## src/rtl/pix_send_pkg.sv

```systemverilog
// rtl/pix_send_pkg.sv - shared state encoding, frame constants and byte helper for pix_send
package pix_send_pkg;

    localparam int         FRAME_W      = 160;
    localparam int         FRAME_H      = 120;
    localparam int         FRAME_PIX    = 19200;
    localparam int         FRAME_ADDR_W = 15;
    localparam logic [7:0] HDR_BYTE_DEF = 8'hAA;

    typedef enum logic [2:0] {
        ST_IDLE,
        ST_HDR,
        ST_RD,
        ST_HI,
        ST_LO,
        ST_CHK,
        ST_FIN
    } state_t;

    // Upper nibble of a 12-bit pixel, zero-extended into its own wire byte
    function automatic logic [7:0] pix_hi_byte(input logic [11:0] pix);
        return {4'h0, pix[11:8]};
    endfunction

endpackage

```

## src/rtl/pix_send_byte.sv

```systemverilog
// rtl/pix_send_byte.sv - single-byte strobe / wait-for-done pacing toward the UART transmitter
module pix_send_byte (
    input  logic       clk,
    input  logic       rst_n,
    input  logic [7:0] s_tdata,
    input  logic       s_tvalid,
    output logic       s_tready,
    output logic [7:0] tx_data,
    output logic       tx_valid,
    input  logic       tx_done,
    output logic       byte_done
);

    logic waiting;

    // A done pulse only completes a byte that is actually in flight; the
    // strobe cycle itself cannot be its own completion.
    assign byte_done = waiting && tx_done && !tx_valid;
    assign s_tready  = !waiting || byte_done;

    // Launch a byte with a one-cycle strobe, hold the data until the UART reports completion
    always_ff @(posedge clk or negedge rst_n) begin
        if (!rst_n) begin
            tx_data  <= 8'h00;
            tx_valid <= 1'b0;
            waiting  <= 1'b0;
        end else begin
            tx_valid <= 1'b0;
            if (s_tvalid && s_tready) begin
                tx_data  <= s_tdata;
                tx_valid <= 1'b1;
                waiting  <= 1'b1;
            end else if (byte_done) begin
                waiting  <= 1'b0;
            end
        end
    end

endmodule

```

## src/rtl/pix_send.sv

```systemverilog
// rtl/pix_send.sv - frame sender: header, 12-bit pixels as two bytes, optional XOR checksum (PIX_SEND_CHKSUM_EN)
module pix_send
    import pix_send_pkg::*;
#(
    parameter int         PIX_NUM  = FRAME_PIX,
    parameter logic [7:0] HDR_BYTE = HDR_BYTE_DEF,
    parameter int         ADDR_W   = FRAME_ADDR_W
) (
    input  logic              i_clk_sys,
    input  logic              i_rst_n,
    input  logic              i_start,
    output logic              o_busy,
    output logic              o_done,
    output logic [ADDR_W-1:0] o_rd_addr,
    input  logic [11:0]       i_rd_data,
    output logic [7:0]        o_tx_data,
    output logic              o_tx_valid,
    input  logic              i_tx_done
);

    // One spare bit so the counter can represent PIX_NUM itself
    localparam int               CNT_W    = ADDR_W + 1;
    localparam logic [CNT_W-1:0] LAST_CNT = CNT_W'(PIX_NUM - 1);

    state_t              state;
    state_t              state_nxt;
    logic [CNT_W-1:0]    pix_cnt;
    logic [ADDR_W-1:0]   rd_addr;
    logic [11:0]         pix_reg;
    logic                rd_wait;
    logic                last_pix;
    logic                byte_load;
    logic [7:0]          byte_data;
    logic                byte_ready;
    logic                byte_done;
`ifdef PIX_SEND_CHKSUM_EN
    logic [7:0]          chk;
    logic                byte_is_pix;
`endif

    assign last_pix  = (pix_cnt == LAST_CNT);
    assign o_rd_addr = rd_addr;
    assign o_busy    = (state != ST_IDLE) && (state != ST_FIN);
    assign o_done    = (state == ST_FIN);

    pix_send_byte u_byte (
        .clk       (i_clk_sys),
        .rst_n     (i_rst_n),
        .s_tdata   (byte_data),
        .s_tvalid  (byte_load),
        .s_tready  (byte_ready),
        .tx_data   (o_tx_data),
        .tx_valid  (o_tx_valid),
        .tx_done   (i_tx_done),
        .byte_done (byte_done)
    );

    // Next-state decode; each byte is handed to the pacer on the transition that enters its state
    always_comb begin
        state_nxt = state;
        byte_load = 1'b0;
        byte_data = 8'h00;
`ifdef PIX_SEND_CHKSUM_EN
        byte_is_pix = 1'b0;
`endif
        case (state)
            ST_IDLE: begin
                if (i_start && byte_ready) begin
                    state_nxt = ST_HDR;
                    byte_load = 1'b1;
                    byte_data = HDR_BYTE;
                end
            end
            ST_HDR: begin
                if (byte_done) begin
                    state_nxt = ST_RD;
                end
            end
            ST_RD: begin
                // Second RD cycle: read data for the address driven last cycle is valid now
                if (rd_wait && byte_ready) begin
                    state_nxt = ST_HI;
                    byte_load = 1'b1;
                    byte_data = pix_hi_byte(i_rd_data);
`ifdef PIX_SEND_CHKSUM_EN
                    byte_is_pix = 1'b1;
`endif
                end
            end
            ST_HI: begin
                if (byte_done) begin
                    state_nxt = ST_LO;
                    byte_load = 1'b1;
                    byte_data = pix_reg[7:0];
`ifdef PIX_SEND_CHKSUM_EN
                    byte_is_pix = 1'b1;
`endif
                end
            end
            ST_LO: begin
                if (byte_done) begin
                    if (last_pix) begin
`ifdef PIX_SEND_CHKSUM_EN
                        state_nxt = ST_CHK;
                        byte_load = 1'b1;
                        byte_data = chk;
`else
                        state_nxt = ST_FIN;
`endif
                    end else begin
                        state_nxt = ST_RD;
                    end
                end
            end
            ST_CHK: begin
                if (byte_done) begin
                    state_nxt = ST_FIN;
                end
            end
            ST_FIN: begin
                state_nxt = ST_IDLE;
            end
            default: begin
                state_nxt = ST_IDLE;
            end
        endcase
    end

    // State register plus pixel counter, read address and pixel latch
    always_ff @(posedge i_clk_sys or negedge i_rst_n) begin
        if (!i_rst_n) begin
            state   <= ST_IDLE;
            pix_cnt <= '0;
            rd_addr <= '0;
            pix_reg <= 12'h000;
            rd_wait <= 1'b0;
        end else begin
            state <= state_nxt;
            case (state)
                ST_IDLE: begin
                    if (state_nxt == ST_HDR) begin
                        pix_cnt <= '0;
                        rd_addr <= '0;
                        rd_wait <= 1'b0;
                    end
                end
                ST_RD: begin
                    if (!rd_wait) begin
                        rd_wait <= 1'b1;
                    end else if (state_nxt == ST_HI) begin
                        rd_wait <= 1'b0;
                        pix_reg <= i_rd_data;
                    end
                end
                ST_LO: begin
                    // Address moves together with the return to RD so the
                    // read latency is counted from RD entry.
                    if (byte_done) begin
                        pix_cnt <= pix_cnt + 1'b1;
                        if (!last_pix) begin
                            rd_addr <= ADDR_W'(pix_cnt + 1'b1);
                        end
                    end
                end
                default: begin
                end
            endcase
        end
    end

`ifdef PIX_SEND_CHKSUM_EN
    // Running XOR of every pixel byte as it is handed to the pacer
    always_ff @(posedge i_clk_sys or negedge i_rst_n) begin
        if (!i_rst_n) begin
            chk <= 8'h00;
        end else if (state == ST_IDLE && state_nxt == ST_HDR) begin
            chk <= 8'h00;
        end else if (byte_load && byte_is_pix) begin
            chk <= chk ^ byte_data;
        end
    end
`endif

endmodule

```

## config.mk

```make
export PLATFORM = sky130hd
export DESIGN_NAME = pix_send
export DESIGN_NICKNAME = d
export VERILOG_FILES = /design/src/rtl/pix_send_pkg.sv /design/src/rtl/pix_send_byte.sv /design/src/rtl/pix_send.sv
export SDC_FILE = /design/constraint.sdc
export NUM_CORES = 1
export LEC_CHECK = 0
export ABC_CLOCK_PERIOD_IN_PS = 3680
export BUFFER_PORTS_ARGS = -buffer_cell sky130_fd_sc_hd__buf_2
export CAP_MARGIN = 25
export CORE_UTILIZATION = 45
export CTS_CLUSTER_SIZE = 25
export DETAILED_ROUTE_END_ITERATION = 6
export PLACE_DENSITY = 0.66
export SETUP_SLACK_MARGIN = 0.2
export SLEW_MARGIN = 20
export SYNTH_ARGS = -nofsm -noshare
export SYNTH_HDL_FRONTEND = slang
export SYNTH_SLANG_ARGS = --single-unit
```

## constraint.sdc

```tcl
create_clock -name i_clk_sys -period 3.68 [get_ports i_clk_sys]
set_clock_uncertainty 0.15 [all_clocks]
set_input_delay 0.184 -clock i_clk_sys [delete_from_list [all_inputs] [get_ports i_clk_sys]]
set_output_delay 0.184 -clock i_clk_sys [all_outputs]
set_load 0.1 [all_outputs]
```

==> results of run 1 <==
-- cells in the mapped netlist (3+ instances only) --
library cell and n:
nand4_1 5, mux2i_1 6, nand2_1 17, nor3_1 3
buf_2 5, nand2b_1 9, a22o_1 3, o21ai_0 25
nor2_1 10, dfrtp_1 53, clkbuf_1 8, or4_1 5
a21o_1 6, mux2_1 4, a221o_1 4, mux2_2 16
and2_1 4, o31ai_1 8, nand3_1 7, a21oi_1 8
inv_1 11
-- what timing repair did --
action / CTS / global route
setup buffers: 0 / 0
hold endpoints to repair: 31 / 0
hold buffers: 9 / 0
endpoints found under the setup margin: 0 / 0
-- cell families (layout without fill, tap and decap cells) --
logic type / after synthesis / after routing / synth area share, %
AO/OA/AOI/OAI: 66 / 66 / 17.7
XOR/XNOR: 2 / 2 / 0.660
adder cells (fa/ha/maj): 1 / 1 / 0.472
buffers and inverters: 27 / 74 / 4.53
flip-flops: 53 / 53 / 50.0
multiplexers: 26 / 26 / 10.8
AND/OR/NAND/NOR: 76 / 76 / 15.8
-- area by class of cell --
class / count / area (sq um)
Fill cell: 527 / 2520
Sequential cell: 53 / 1330
Multi-Input combinational cell: 171 / 1210
Timing Repair Buffer: 55 / 333
Tap cell: 72 / 90.1
Clock buffer: 5 / 68.8
Inverter: 11 / 41.3
Clock inverter: 3 / 25.0
-- how the worst max path moves through the flow --
stage                    startpoint             to  slack, ns  cells past startpoint
CTS                 u_byte.tx_valid   o_rd_addr[1]       0.96                      5
detailed placement  u_byte.tx_valid   o_rd_addr[1]       0.97                      5
finish              u_byte.tx_valid   o_rd_addr[1]       0.97                      5
global route        u_byte.tx_valid   o_rd_addr[1]       0.85                      5
global placement    u_byte.tx_valid  o_rd_addr[13]       1.02                      5
floorplan           u_byte.tx_valid  o_rd_addr[13]       1.00                      6
-- critical path: cells and delay by family, from the launching register on --
kind	cells	cell delay, ns
compound gates	2	1.18
flops	1	0.39
mux	1	0.42
simple gates	1	0.24
buf+inv	1	0.21
-- routing by layer --
metal	global-route usage (%)	vias up	share of wire, %
met5	0	-	0
met2	29.2	39	46
met1	27.3	982	49
met4	6.11	0	1.2
li1	-	1007	-
met3	3.45	5	3.0
-- report_power, final --
part           leakage, uW  internal, uW  switching, uW  total [uW]
Sequential        0.000692           711            122         833
Combinational     0.000642           235            615         850
Clock            0.0000452           139            209         348
-- metrics by stage --
step	util [%]	hold slack [ns]	cell area, sq um	std cells
2_1_floorplan	-	-0.262	2650	251
3_3_place_gp	51.8	0.0507	2910	353
3_5_place_dp	51.8	0.0611	2910	353
4_1_cts	55.1	0.0149	3090	370
5_1_grt	55.1	0.0203	3090	370
6_report	55.1	0.0228	3090	370
==> run_results.csv, run 1 <==
group,metric,value,unit
timing,timing.slew.headroom,49.2,%
layout,registers.top_by_ff_count,"pix_cnt",
route,dr_total_vias,2033,
layout,final_net_count,314,
timing,layout_min_cycle_time,2.71,ns
layout,flow.area_growth_from_synthesis,16.5,%
floorplanning,floorplan.initialDensity,47.3,%
clock_tree,cts-buffers-inserted,5,
critical_path,crit-reg2reg-launch,"u_byte.tx_valid",
clock_tree,clock-root-buffer,"clkbuf_8",
floorplanning,fp.dieH,78.8,um
critical_path,crit_path_max_fanout,23,
hold_path,min_path_cells,3,
logic_synthesis,yosys_register_bits,53,
critical_path,critical_path.max_stage_delay,0.74,ns
clock_tree,cts_tree,"built",
placed_design,hpwl,3670,um
power_and_ir_drop,static-leakage-power,0.00138,uW
timing,max_slew.worst_pin.slew,0.762,ns
timing,final_hold_viol_count,0,
floorplanning,io_pins,42,
floorplanning,die-area,6210,sq um
global_route,grt_max_degree,31,
logic_synthesis,postSynthNetCount,268,
logic_synthesis,synthFlopType,"dfrtp_1",
clock_tree,clk_pin_slew_worst_paths,0.10,ns
layout,largest_reg_flops,16,
placed_design,io_buffer_count,41,
layout,count_of_antenna_diodes_in_the_layout,0,
hold_path,worst_hold_path_type,"in2reg",
placed_design,place_ws,0.971,ns
power_and_ir_drop,peakVddDrop,507,uV
logic_synthesis,synth_area_per_cell,10.6,sq um
floorplanning,standard_cell_rows,27,
route,drc,0,
timing,min_period_over_period,73.7,%
critical_path,path_cells,"nand2b_1 -> a2111o_1 -> buf_4 -> o21ba_1 -> mux2_2",
logic_synthesis,synth_area_leaders,"dfrtp_1 (50%), mux2_2 (6.8%), o21ai_0 (4.7%), nand2_1 (2.4%), mux2i_1 (2.3%)",
route,wl_per_cell,14.7,um
logic_synthesis,count_of_flip_flops_with_a_built_in_enable_after_synthesis,0,
placed_design,gp_routability_congestion,0.834,
outcome,outcome,"completed",
logic_synthesis,synthesis.area,2650,sq um
logic_synthesis,yosysSeqAreaShare,50.0,%
run,max_cap_violations,0,
power_and_ir_drop,total_power,2030,uW
global_route,first_global_vias,1853,
timing,slew_violations,0,
logic_synthesis,synthArstFlopShare,100,%
critical_path,required,3.74,ns
timing,timing.final.ws_setup,0.969,ns
floorplanning,die_w,78.8,um
layout,final_common_cell,"dfrtp_1",
critical_path,cp.arrival,2.77,ns
critical_path,reg2reg_to,"o_rd_addr[1]",
logic_synthesis,synthDominantCellAreaShare,50.0,%
critical_path,ff2ff_path_depth,5,
global_route,gr-usage-all-layers,19.1,%
floorplanning,core_region_area,5610,sq um
logic_synthesis,yosys.area.top_type,"dfrtp_1",
timing,timing.setup.tns,0,ns
global_route,grt_remaining_overflow,0,
global_route,grt_first_pass_wirelength,9080,um
critical_path,setup.worst_path.class,"reg2reg",
hold_path,min_from,"i_rd_data[10]",
logic_synthesis,syn-instance-count,251,
clock_tree,number_of_gates_resized_after_cts,0,
layout,drive_gt1_share,25.5,%
hold_path,whs_endpoint,"u_byte.tx_data[2]",
route,wirelength,5450,um
clock_tree,ctsHtreeMaxLevel,2,
critical_path,setup.reg_to_reg.worst_slack,0.97,ns
route,first_iter_violations,89,
timing,finalSetupViolations,0,
layout,layout.cells.most_common_list,"dfrtp_1 (53), buf_2 (41), o21ai_0 (25), nand2_1 (17), mux2_2 (16)",
critical_path,worstSetupEndpointType,"flop",
clock_tree,cts-root-to-sink-buffers,2,
timing,fmax,369,MHz
critical_path,startpoint_type,"flop",
route,antenna_violating_nets_post_route,0,
route,drtPass1Iterations,4,
route,via_per_inst,5.49,
logic_synthesis,netlist-cell-type-count,48,
power_and_ir_drop,power-per-cell-area,657,nW/um^2
clock_tree,worst_skew_pair.late_latency,0.32,ns
global_route,grt_antenna_before_repair,0,
timing,setup_repair_after_global_routing_missed_its_margin,"false",
logic_synthesis,total_number_of_yosys_warnings,0,
clock_tree,numClockSinks,53,
critical_path,cp_slowest_cell,"o21ba_1",
(Power assumes the default switching activity.)
==> run 2, diff against run 1 <==
- ABC_CLOCK_PERIOD_IN_PS: 3680 -> 2400
- PLACE_DENSITY: 0.66 -> 0.68
- clock period: 3.68 -> 2.4 ns (I/O delays scaled with it)
==> run 2 against run 1 <==
Global-route usage rose by 2.0 points. Register-to-register slack got worse by 0.70 ns. Hold slack improved by 0.047 ns. Cell area rose by 7.8%. Core utilization rose by 4.3 points. Critical path depth did not move. Critical endpoint is now pix_cnt[15].
==> run_results.csv, run 2 (same netlist as run 1, synthesis figures left out) <==
group,metric,value,unit
critical_path,worstSetupEndpointType,"flop",
timing,slew_violations,0,
clock_tree,cts-root-to-sink-buffers,2,
layout,layout.cells.most_common_list,"dfrtp_1 (52), buf_2 (41), o21ai_0 (25), buf_4 (19), nand2_1 (17)",
timing,layout_min_cycle_time,2.13,ns
placed_design,dpl_cell_area,3030,sq um
layout,final_common_cell,"dfrtp_1",
critical_path,setup.worst_path.class,"reg2reg",
route,antenna_violating_nets_post_route,0,
layout,count_of_antenna_diodes_in_the_layout,0,
timing,final_hold_viol_count,0,
clock_tree,clk_pin_slew_worst_paths,0.10,ns
critical_path,path_cells,"nand2b_4 -> a2111o_1 -> buf_6 -> or4_1 -> a21oi_1",
hold_path,worst_hold_path_type,"in2reg",
power_and_ir_drop,static-leakage-power,0.00149,uW
floorplanning,floorplan.initialDensity,47.3,%
route,drtPass1Iterations,4,
clock_tree,worst_skew_pair.late_latency,0.31,ns
floorplanning,core_region_area,5610,sq um
route,dr_total_vias,2119,
layout,registers.top_by_ff_count,"pix_cnt",
global_route,grt_max_degree,54,
global_route,gr-usage-all-layers,21.0,%
critical_path,startpoint_type,"flop",
critical_path,cp_slowest_cell,"or4_1",
critical_path,crit_path_max_fanout,22,
placed_design,gp_routability_congestion,0.761,
clock_tree,numClockSinks,53,
clock_tree,clock-root-buffer,"clkbuf_8",
route,first_iter_violations,100,
clock_tree,cts_tree,"built",
timing,timing.slew.headroom,55.6,%
floorplanning,die-area,6210,sq um
timing,fmax,469,MHz
floorplanning,io_pins,42,
power_and_ir_drop,peakVddDrop,549,uV
layout,drive_gt1_share,31.1,%
clock_tree,cts-buffers-inserted,5,
critical_path,cp.arrival,2.22,ns
route,drc,0,
timing,max_slew.worst_pin.slew,0.666,ns
route,wirelength,5800,um
floorplanning,fp.dieH,78.8,um
timing,finalSetupViolations,0,
floorplanning,die_w,78.8,um
placed_design,placedCellCount,366,
layout,final_design_area_no_fill,3330,sq um
floorplanning,standard_cell_rows,27,
critical_path,required,2.49,ns
timing,setup_repair_after_global_routing_missed_its_margin,"true",
critical_path,critical_path.max_stage_delay,0.51,ns
power_and_ir_drop,power-per-cell-area,988,nW/um^2
global_route,grt_antenna_before_repair,0,
layout,finalCoreUtilization,59.4,%
layout,largest_reg_flops,16,
placed_design,io_buffer_count,41,
global_route,first_global_vias,2105,
clock_tree,ctsHtreeMaxLevel,2,
outcome,outcome,"completed",
global_route,grt_remaining_overflow,0,
placed_design,hpwl,3930,um
global_route,grt_first_pass_wirelength,10100,um
route,wl_per_cell,14.9,um
layout,final-instance-count-excl-fill,390,
timing,min_period_over_period,88.8,%
layout,final_net_count,334,
route,via_per_inst,5.43,
run,max_cap_violations,0,
layout,flow.area_growth_from_synthesis,25.6,%
## run 2: changes by cell type in the layout (fill, tap and decap cells not counted), moves of 2 or more
cell           change
inv_6              -2
dlygate4sd3_1      +4
mux2_1             -4
buf_4             +14
mux2_4             +5
## run 2: layout make-up
class                      instances  area, sq um
inverter                          11         41.3
timing repair buffer              75          509
sequential                        53         1330
clock buffer                       7         86.3
clock inverter                     1         30.0
tap                               72         90.1
multi-input combinational        171         1240
fill                             510         2280
## run 2: timing repair
item / in CTS / in global routing
resized for setup: 2 / 2
setup endpoints to repair: 15 / 5
setup buffers: 0 / 3
hold endpoints to repair: 65 / 0
pin swaps: 0 / 1
hold buffers: 13 / 0
## run 2: path summary, 6_finish.rpt
kind	start	end	slack, ns	cells past startpoint
worst max-delay path	u_byte.tx_valid	pix_cnt[15]	0.27	5
worst min register to register	u_byte.tx_data[2]	u_byte.tx_data[2]	0.33	1
max in group asynchronous	i_rst_n	u_byte.tx_valid	1.29	3
min in group asynchronous	i_rst_n	o_rd_addr[9]	0.30	3
worst max register to register	u_byte.tx_valid	pix_cnt[15]	0.27	5
worst min-delay path	i_start	rd_wait	0.07	4
## run 2: power breakdown
part | total [uW] | switching (uW) | leakage (uW) | internal, uW
registers | 1250 | 158 | 0.000690 | 1090
clock network | 632 | 292 | 0.0000585 | 340
logic | 1410 | 992 | 0.000744 | 415
total | 3290 | 1440 | 0.00149 | 1850
## run 2: stage by stage
step	setup WS, ns	hold slack, ns	total power (uW)	TNS, ns
3_5_place_dp	-0.00815	0.137	2660	-0.0234
4_1_cts	0.208	0.0690	3330	0
6_report	0.269	0.0696	3290	0
3_3_place_gp	0.0190	0.133	2630	0
2_1_floorplan	0.118	-0.326	2360	0
5_1_grt	0.198	0.108	3470	0
## run 2: critical path: cells and delay by family (launching register included)
kind | cells | cell delay (ns)
buf+inv | 1 | 0.18
compound gates | 2 | 0.56
simple gates | 2 | 0.68
flops | 1 | 0.48
## run 2: metal layers
| layer | routed length [um] | up-vias | track usage [%] |
|---|---|---|---|
| met5 | 0 | - | 0 |
| met4 | 101 | 0 | 8.33 |
| met3 | 168 | 7 | 2.76 |
| met2 | 2760 | 34 | 33.4 |
| met1 | 2770 | 1034 | 29.1 |
| li1 | - | 1044 | - |
